[src/rtl/regfile_wr_arbiter.sv]
// Regfile write-port owner: clears r1..r31 after reset, then arbitrates between the
// in-order WB stage and a FIFO of long-latency results with starvation relief and squashing.
module regfile_wr_arbiter #(
    parameter int DEPTH        = 2,
    parameter int STARVE_LIMIT = 4
) (
    input  logic        cpu_clk_50M,
    input  logic        cpu_rst,
    input  logic        wb_we,
    input  logic [4:0]  wb_wa,
    input  logic [31:0] wb_wd,
    output logic        wb_stall,
    input  logic        lu_valid,
    input  logic [4:0]  lu_wa,
    input  logic [31:0] lu_wd,
    output logic        lu_ready,
    output logic        rf_we,
    output logic [4:0]  rf_wa,
    output logic [31:0] rf_wd,
    output logic        init_done,
    output logic [7:0]  squash_cnt
);
    localparam int AW = $clog2(DEPTH);
    localparam int CW = $clog2(DEPTH + 1);
    localparam int SW = $clog2(STARVE_LIMIT + 1);

    typedef enum logic {ST_INIT, ST_RUN} state_e;

    state_e         state_q;
    logic [4:0]     ptr_q;
    logic [4:0]     fwa_q [DEPTH];
    logic [31:0]    fwd_q [DEPTH];
    logic [DEPTH-1:0] fvld_q, fvld_d;
    logic [AW-1:0]  rd_q, rd_d, wr_q, wr_d;
    logic [CW-1:0]  cnt_q, cnt_d;
    logic [SW-1:0]  starve_q, starve_d;
    logic [7:0]     squash_q, squash_d;
    logic           rf_we_q, init_done_q;
    logic [4:0]     rf_wa_q;
    logic [31:0]    rf_wd_q;

    logic running, empty, full, force_slot, head_vld, wb_req, push;
    logic pop, issue_wb, issue_fifo;
    logic [DEPTH-1:0] squash_hit;
    logic [8:0]       squash_sum;

    function automatic logic [7:0] sat_add8(input logic [7:0] a, input logic [8:0] b);
        logic [9:0] s;
        s = {2'b00, a} + {1'b0, b};
        return (s > 10'd255) ? 8'hFF : s[7:0];
    endfunction

    assign running    = (state_q == ST_RUN);
    assign empty      = (cnt_q == '0);
    assign full       = (cnt_q == CW'(DEPTH));
    assign force_slot = running & (starve_q == SW'(STARVE_LIMIT));
    assign head_vld   = fvld_q[rd_q];
    assign wb_req     = wb_we & (wb_wa != 5'd0);

    assign wb_stall = ~running | force_slot;
    assign lu_ready = running & ~full;
    // Address-0 results are handshaken but never stored.
    assign push     = lu_valid & lu_ready & (lu_wa != 5'd0);

    // A squashed head is popped without taking the write slot, so WB may still issue.
    always_comb begin
        pop        = 1'b0;
        issue_wb   = 1'b0;
        issue_fifo = 1'b0;
        if (running) begin
            if (force_slot) begin
                pop        = ~empty;
                issue_fifo = ~empty & head_vld;
            end else if (wb_req) begin
                issue_wb = 1'b1;
                pop      = ~empty & ~head_vld;
            end else if (~empty) begin
                pop        = 1'b1;
                issue_fifo = head_vld;
            end
        end
    end

    always_comb begin
        squash_hit = '0;
        squash_sum = '0;
        for (int i = 0; i < DEPTH; i++) begin
            squash_hit[i] = issue_wb & fvld_q[i] & (fwa_q[i] == wb_wa);
            squash_sum    = squash_sum + 9'(squash_hit[i]);
        end
    end

    always_comb begin
        fvld_d = fvld_q & ~squash_hit;
        if (pop)  fvld_d[rd_q] = 1'b0;
        if (push) fvld_d[wr_q] = 1'b1;
        rd_d     = rd_q + AW'(pop);
        wr_d     = wr_q + AW'(push);
        cnt_d    = cnt_q + CW'(push) - CW'(pop);
        squash_d = sat_add8(squash_q, squash_sum);
        if (!running || pop || empty)
            starve_d = '0;
        else if (issue_wb)
            starve_d = starve_q + SW'(1);
        else
            starve_d = starve_q;
    end

    // Stage boundary: control state and the registered regfile write port.
    always_ff @(posedge cpu_clk_50M) begin
        if (cpu_rst) begin
            state_q     <= ST_INIT;
            ptr_q       <= 5'd1;
            rd_q        <= '0;
            wr_q        <= '0;
            cnt_q       <= '0;
            fvld_q      <= '0;
            starve_q    <= '0;
            squash_q    <= '0;
            rf_we_q     <= 1'b0;
            rf_wa_q     <= '0;
            rf_wd_q     <= '0;
            init_done_q <= 1'b0;
        end else if (state_q == ST_INIT) begin
            rf_we_q <= 1'b1;
            rf_wa_q <= ptr_q;
            rf_wd_q <= '0;
            ptr_q   <= ptr_q + 5'd1;
            if (ptr_q == 5'd31) begin
                state_q     <= ST_RUN;
                init_done_q <= 1'b1;
            end
        end else begin
            if (issue_wb) begin
                rf_we_q <= 1'b1;
                rf_wa_q <= wb_wa;
                rf_wd_q <= wb_wd;
            end else if (issue_fifo) begin
                rf_we_q <= 1'b1;
                rf_wa_q <= fwa_q[rd_q];
                rf_wd_q <= fwd_q[rd_q];
            end else begin
                rf_we_q <= 1'b0;
            end
            rd_q     <= rd_d;
            wr_q     <= wr_d;
            cnt_q    <= cnt_d;
            fvld_q   <= fvld_d;
            starve_q <= starve_d;
            squash_q <= squash_d;
        end
    end

    always_ff @(posedge cpu_clk_50M) begin
        if (push) begin
            fwa_q[wr_q] <= lu_wa;
            fwd_q[wr_q] <= lu_wd;
        end
    end

    assign rf_we      = rf_we_q;
    assign rf_wa      = rf_wa_q;
    assign rf_wd      = rf_wd_q;
    assign init_done  = init_done_q;
    assign squash_cnt = squash_q;
endmodule

[config.mk]
export PLATFORM = sky130hd
export DESIGN_NAME = regfile_wr_arbiter
export DESIGN_NICKNAME = d
export VERILOG_FILES = /design/src/rtl/regfile_wr_arbiter.sv
export SDC_FILE = /design/constraint.sdc
export NUM_CORES = 1
export LEC_CHECK = 0
export CORE_MARGIN = 1
export CORE_UTILIZATION = 63
export DETAILED_ROUTE_END_ITERATION = 8
export DONT_BUFFER_PORTS = 1
export GPL_TIMING_DRIVEN = 1
export PLACE_DENSITY = 0.79
export SLEW_MARGIN = 40
export SYNTH_ARGS = -nofsm -noshare
export SYNTH_HDL_FRONTEND = slang
export SYNTH_SLANG_ARGS = --single-unit
[constraint.sdc]
create_clock -name cpu_clk_50M -period 4.2 [get_ports cpu_clk_50M]
set_clock_uncertainty 0.15 [all_clocks]
set_input_delay 0 -clock cpu_clk_50M [delete_from_list [all_inputs] [get_ports cpu_clk_50M]]
set_output_delay 0 -clock cpu_clk_50M [all_outputs]
set_load 0.01 [all_outputs]
==> results of run 1 <==
[worst paths after layout]
path               start       endpoint  slack (ns)  depth (start not counted)
max reg2reg  starve_q[0]  squash_cnt[3]        0.74                         11
max          starve_q[0]  squash_cnt[3]        0.74                         11
min             lu_wd[1]    fwd_q[0][1]      -0.003                          1
min reg2reg  starve_q[1]    starve_q[1]        0.37                          2
[metal layers]
metal	vias up	global-route usage, %	part of all wire (%)
met5	-	0	0
met3	59	8.35	8.5
li1	2072	-	-
met4	0	15.5	3.4
met2	301	59.9	51
met1	2263	42.8	37
[area by class of cell]
class / instances / area, µm² / share of cell area, %
Sequential cell: 137 / 3480 / 46.6
Antenna cell: 1 / 2.50 / 0.0334
Inverter: 10 / 37.5 / 0.502
Multi-Input combinational cell: 319 / 2130 / 28.4
Tap cell: 108 / 135 / 1.81
Timing Repair Buffer: 111 / 1090 / 14.6
Clock buffer: 17 / 414 / 5.53
Clock inverter: 15 / 188 / 2.51
[cells in the mapped netlist (3+ instances only)]
cell type	instances
a21oi_1	37
a31oi_1	6
buf_1	6
buf_2	3
buf_4	4
clkbuf_1	22
dfxtp_1	63
edfxtp_1	74
ha_1	9
inv_1	10
mux2i_1	42
nand2_1	46
nand3_1	41
nand4_1	5
nor2_1	29
nor3_1	8
o211a_1	4
o211ai_1	34
o21ai_0	9
xnor2_1	13
[registers in the layout (all words and copies together) (netlist names), 2 cells and up, named ones only]
name        flops
fwd_q          64
rf_wd          32
fwa_q          10
squash_cnt      8
ptr_q           5
rf_wa           5
starve_q        3
cnt_q           2
fvld_q          2
[power by group through the flow]
stage,Sequential [mW],Clock [mW],Combinational [mW]
detailed placement,1.46,0,0.0566
CTS,1.43,1.52,0.144
floorplan,1.46,0,0.0501
global route,1.43,1.60,0.164
finish,1.43,1.55,0.156
global placement,1.46,0,0.0559
[cell families (layout without fill, tap and decap cells)]
logic type                 count (synthesis)  in the layout  synth area share, %
adders and majority gates                 10             10                 2.30
AOI/OAI and AO/OA                        112            112                 13.4
DFF                                      137            137                 60.5
muxes                                     43             43                 7.49
buffers and inverters                     45            153                 3.26
xor gates and xnor gates                  15             15                 2.28
and+or+nand+nor                          139            139                 10.8
other                                      0              1                    0
[cell usage in the layout, fill, tap and decap left out, types with 8 or more instances in the layout]
cell	Yosys	final
dfxtp_1	63	62
o21ai_0	9	9
dlygate4sd3_1	0	105
nand2_1	46	45
mux2i_1	42	42
nor3_1	8	8
xnor2_1	13	13
o211ai_1	34	34
nand3_1	41	41
nor2_1	29	29
edfxtp_1	74	74
clkbuf_16	0	16
a21oi_1	37	37
inv_1	10	10
[what timing repair did]
action	in CTS	in global routing
endpoints found under the setup margin	0	0
gates resized for setup	0	0
hold buffers	102	4
endpoints found under the hold margin	137	26
[worst max-delay path, cell delays in order, from the launching register on]
cell and delay, ns:
dfxtp_1 0.33, inv_1 0.07, ha_1 0.23, a21boi_0 0.63
o211ai_4 0.37, nor3_1 0.37, fa_1 0.27, ha_1 0.19
nand4_1 0.13, o21ai_0 0.38, o21ai_0 0.13, a21oi_1 0.14
==> run_results.csv, run 1 <==
group,metric,value,unit
run_status,status,"complete, but fails checks",
run_status,failed_checks,"design-rule violations, negative hold slack",
logic_synthesis,ys_types,46,
floorplanning,dieArea,9530,µm²
detailed_routing,viasPerCell,6.54,
place,hpwl,7890,µm
finish,fin_nets,684,
logic_synthesis,synth_fp_nets,589,
power,power.density,419,nW/µm²
finish,areaGrowthSynthToFinish,29.9,%
clock_tree,numCtsBuffers,17,
global_routing,grt_pass1_vias,4761,
timing,fin_crit,3.46,ns
timing,drv_slew,0,
detailed_routing,wl,16200,µm
timing,max_slew_margin,44.6,%
place,pre_cts_ws,0.829,ns
power,ir_drop,0.299,mV
clock_tree,clkLatencyLatePin,0.53,ns
logic_synthesis,syn_avg_cell_area,11.5,µm²
critical_path,critPathLaunchType,"flip-flop",
detailed_routing,vias,4695,
clock_tree,clkSinkCount,137,
finish,final_area,7480,µm²
global_routing,grt_max_degree,39,
timing,hold_viol,2,
power,p_switching,712,µW
global_routing,grtUsageTotal,35.2,%
timing,rsz0062_at_grt,"false",
logic_synthesis,synth_top_area_share,38.6,%
run,maxCapViolations,0,
place,finalWeightedCongestion,0.885,
clock_tree,cts.path.max_buffers,2,
timing,max_freq,289,MHz
floorplanning,dieWidth,97.6,µm
timing,whs,-0.00264,ns
floorplanning,core.rowCount,34,
floorplanning,die_h,97.6,µm
clock_tree,htreeDepth,4,
clock_tree,post_cts.repair.setup_buffers,0,
floorplanning,core-area,8810,µm²
power,power,3.13,mW
timing,finalSetupViolations,0,
floorplanning,initial_core_util,65.4,%
logic_synthesis,ys_warn_count,0,
power,p_int,2.42,mW
power,p_comb_share,5.0,%
critical_path,cp-end-kind,"flip-flop",
clock_tree,root_buffer,"clkbuf_8",
global_routing,grt_pass1_wl,25300,µm
critical_path,critPathKind,"reg2reg",
timing,worst_slew_pin_slew,0.832,ns
worst_hold_path,hold_path_class,"in2reg",
clock_tree,clk_pin_slew,0.07,ns
logic_synthesis,synthArstFlopShare,0,%
place,numPortBuffers,0,
logic_synthesis,ys_seq_area_share,60.5,%
timing,layout_setup_ws,0.739,ns
detailed_routing,route.detailed.drc,36,
finish,drive_gt1_share,8.05,%
logic_synthesis,synth_flop_cell,"edfxtp_1",
power,power_leakage,2.38,nW
finish,nFillCells,442,
power,clkPwrFrac,49.4,%
critical_path,critPathMaxFanout,19,
power,seq_power_share,45.6,%
finish,final_util,85.0,%
detailed_routing,firstDrtPassIters,7,
logic_synthesis,synth_area_leaders,"edfxtp_1, dfxtp_1, mux2i_1, o211ai_1, nand3_1",
place,dp_cells,579,
logic_synthesis,syn_area,5760,µm²
power,p_sw_share,22.7,%
timing,fin_setup_tns,0,ns
global_routing,gr-total-overflow,0,
finish,stdcell_count,718,
critical_path,worstPathRequired,4.50,ns
global_routing,antenna_found_initial,1,
logic_synthesis,synth_area_leader_cell,"edfxtp_1",
logic_synthesis,synthCells,501,
place,place_area,5820,µm²
logic_synthesis,synth_edf_count,74,
detailed_routing,drt_iter0_markers,366,
critical_path,critical_path_arrival,3.76,ns
detailed_routing,wl_per_cell,22.6,µm
timing,period_share,82.4,%
floorplanning,ios,127,
clock_tree,tritoncts,"done",
detailed_routing,ant_nets,0,
logic_synthesis,ys_ff_latch,137,
Power figures use the tool's default switching activity.
==> inputs of run 2 (changes only) <==
Clock period 4.2 ns to 3.2 ns, I/O delays scaled along.
==> run 2 against run 1 <==
Net effect: the run ends with design-rule violations left; global-route usage up 1.6 points; first-iteration DRC count grew 13%; register-to-register slack lost 0.63 ns; wire length increased by 3.4%; cell area increased by 2.5%; core utilization increased by 2.2 points; sequential power is 31% higher; largest power group unchanged; highest routed layer unchanged.
==> run_results.csv, run 2 (synthesized netlist as in run 1, its figures left out) <==
group,metric,value,unit
run_status,status,"complete, but fails checks",
run_status,failed_checks,"design-rule violations",
global_routing,grt_pass1_wl,26400,µm
timing,max_freq,324,MHz
timing,finalSetupViolations,0,
clock_tree,clkLatencyLatePin,0.53,ns
place,dp_cells,589,
finish,areaGrowthSynthToFinish,33.2,%
clock_tree,post_cts.repair.setup_buffers,0,
clock_tree,tritoncts,"done",
critical_path,worstPathRequired,3.27,ns
finish,largest_reg_flops,64,
timing,max_slew_margin,51.2,%
finish,largest_register,"fwd_q",
critical_path,critPathLaunchType,"flip-flop",
critical_path,cp_top_family,"buffers and inverters",
finish,fin_nets,703,
place,place_area,5900,µm²
critical_path,reg2reg_to,"fwa_q[0][3]",
critical_path,critPathSlowestCell,"dfxtp_1",
critical_path,cp-endpoint,"fwa_q[0][3]",
run,maxCapViolations,0,
timing,layout_setup_ws,0.111,ns
critical_path,crit_chain,"inv_1 -> a21oi_1 -> buf_4 -> and3_1 -> dlygate4sd3_1 -> ha_2 -> buf_12",
detailed_routing,wl,16800,µm
power,power,4.19,mW
finish,final_common_cell,"dlygate4sd3_1",
timing,fin_setup_tns,0,ns
finish,stdcell_count,737,
floorplanning,core-area,8810,µm²
place,hpwl,8470,µm
power,power.density,546,nW/µm²
critical_path,critPathMaxFanout,22,
clock_tree,clk_pin_slew,0.07,ns
finish,final_area,7670,µm²
detailed_routing,route.detailed.drc,17,
place,finalWeightedCongestion,0.811,
critical_path,crit_start,"running",
global_routing,grtUsageTotal,36.9,%
critical_path,slowest_delay,0.64,ns
floorplanning,core.rowCount,34,
floorplanning,initial_core_util,65.4,%
detailed_routing,firstDrtPassIters,9,
critical_path,r2r-start,"running",
global_routing,antenna_found_initial,1,
finish,final_util,87.1,%
timing,drv_slew,0,
place,numPortBuffers,0,
clock_tree,numCtsBuffers,17,
detailed_routing,ant_nets,0,
place,pre_cts_ws,0.377,ns
floorplanning,die_h,97.6,µm
timing,rsz0062_at_grt,"false",
global_routing,grt_max_degree,33,
timing,whs,0.0125,ns
detailed_routing,viasPerCell,6.56,
clock_tree,clkSinkCount,137,
clock_tree,root_buffer,"clkbuf_8",
floorplanning,ios,127,
global_routing,grt_pass1_vias,5053,
global_routing,gr-total-overflow,0,
clock_tree,cts.path.max_buffers,2,
detailed_routing,wl_per_cell,22.8,µm
timing,hold_viol,0,
finish,drive_gt1_share,8.92,%
detailed_routing,vias,4833,
timing,worst_slew_pin_slew,0.729,ns
critical_path,crit_buf_inv,4,
power,ir_drop,0.478,mV
critical_path,critical_path_arrival,3.16,ns
floorplanning,dieArea,9530,µm²
timing,fin_crit,3.09,ns
critical_path,r2r_slack,0.11,ns
detailed_routing,drt_iter0_markers,415,
critical_path,r2r_cells,7,
critical_path,cp.depth,7,
clock_tree,htreeDepth,4,
floorplanning,dieWidth,97.6,µm
critical_path,critPathKind,"reg2reg",
timing,period_share,96.5,%
critical_path,cp-end-kind,"flip-flop",
finish,final_cell_mix,"dlygate4sd3_1, edfxtp_1, dfxtp_1",
worst_hold_path,hold_path_class,"in2reg",
power,power_leakage,2.48,nW
## run 2: cell count changes in the layout (fill, tap and decap cells not counted), moves of 2 or more
cell / delta
ha_2: +2
buf_4: +8
inv_8: -2
clkbuf_1: +2
buf_12: +2
ha_4: -2
dlygate4sd3_1: +9
## run 2: power breakdown
group / switching [mW] / internal (mW)
Combinational: 0.0971 / 0.118
Sequential: 0.0153 / 1.86
Clock: 0.791 / 1.30
Total: 0.903 / 3.28
## run 2: per-layer routing
metal	vias up	wire, µm	track usage, %
met2	333	8650	64.2
met5	-	0	0
met4	0	874	21.1
met3	82	1460	8.06
li1	2100	-	-
met1	2318	5800	41.8
## run 2: final cells by class
type | count | area, µm²
diodes | 1 | 2.50
clock buffers | 20 | 435
clock inverters | 12 | 188
fillers | 385 | 1130
inverters | 10 | 37.5
multi-input cells | 319 | 2110
flip-flops and latches | 137 | 3480
well taps | 108 | 135
repair buffers | 130 | 1280
## run 2: worst reg2reg max path, stage by stage (launching register included)
cell,delay [ns]
dfxtp_1,0.64
inv_1,0.13
a21oi_1,0.14
buf_4,0.17
and3_1,0.21
dlygate4sd3_1,0.57
ha_2,0.51
buf_12,0.26
## run 2: worst min-delay path by stage
stage                   start       endpoint  slack, ns  depth (start not counted)
floorplan             cpu_rst       rf_wa[4]      -0.07                          1
global placement      cpu_rst  squash_cnt[3]      -0.08                          1
detailed placement    cpu_rst  squash_cnt[3]      -0.08                          1
CTS                 wb_wd[26]      rf_wd[26]     0.0007                          3
global route        lu_wd[18]   fwd_q[0][18]       0.01                          1
finish               wb_wd[0]       rf_wd[0]       0.01                          3
## run 2: timing repair
action	in CTS	in global routing
gates resized for setup	0	1
endpoints found under the setup margin	0	4
hold endpoints to repair	137	26
hold buffers	112	3
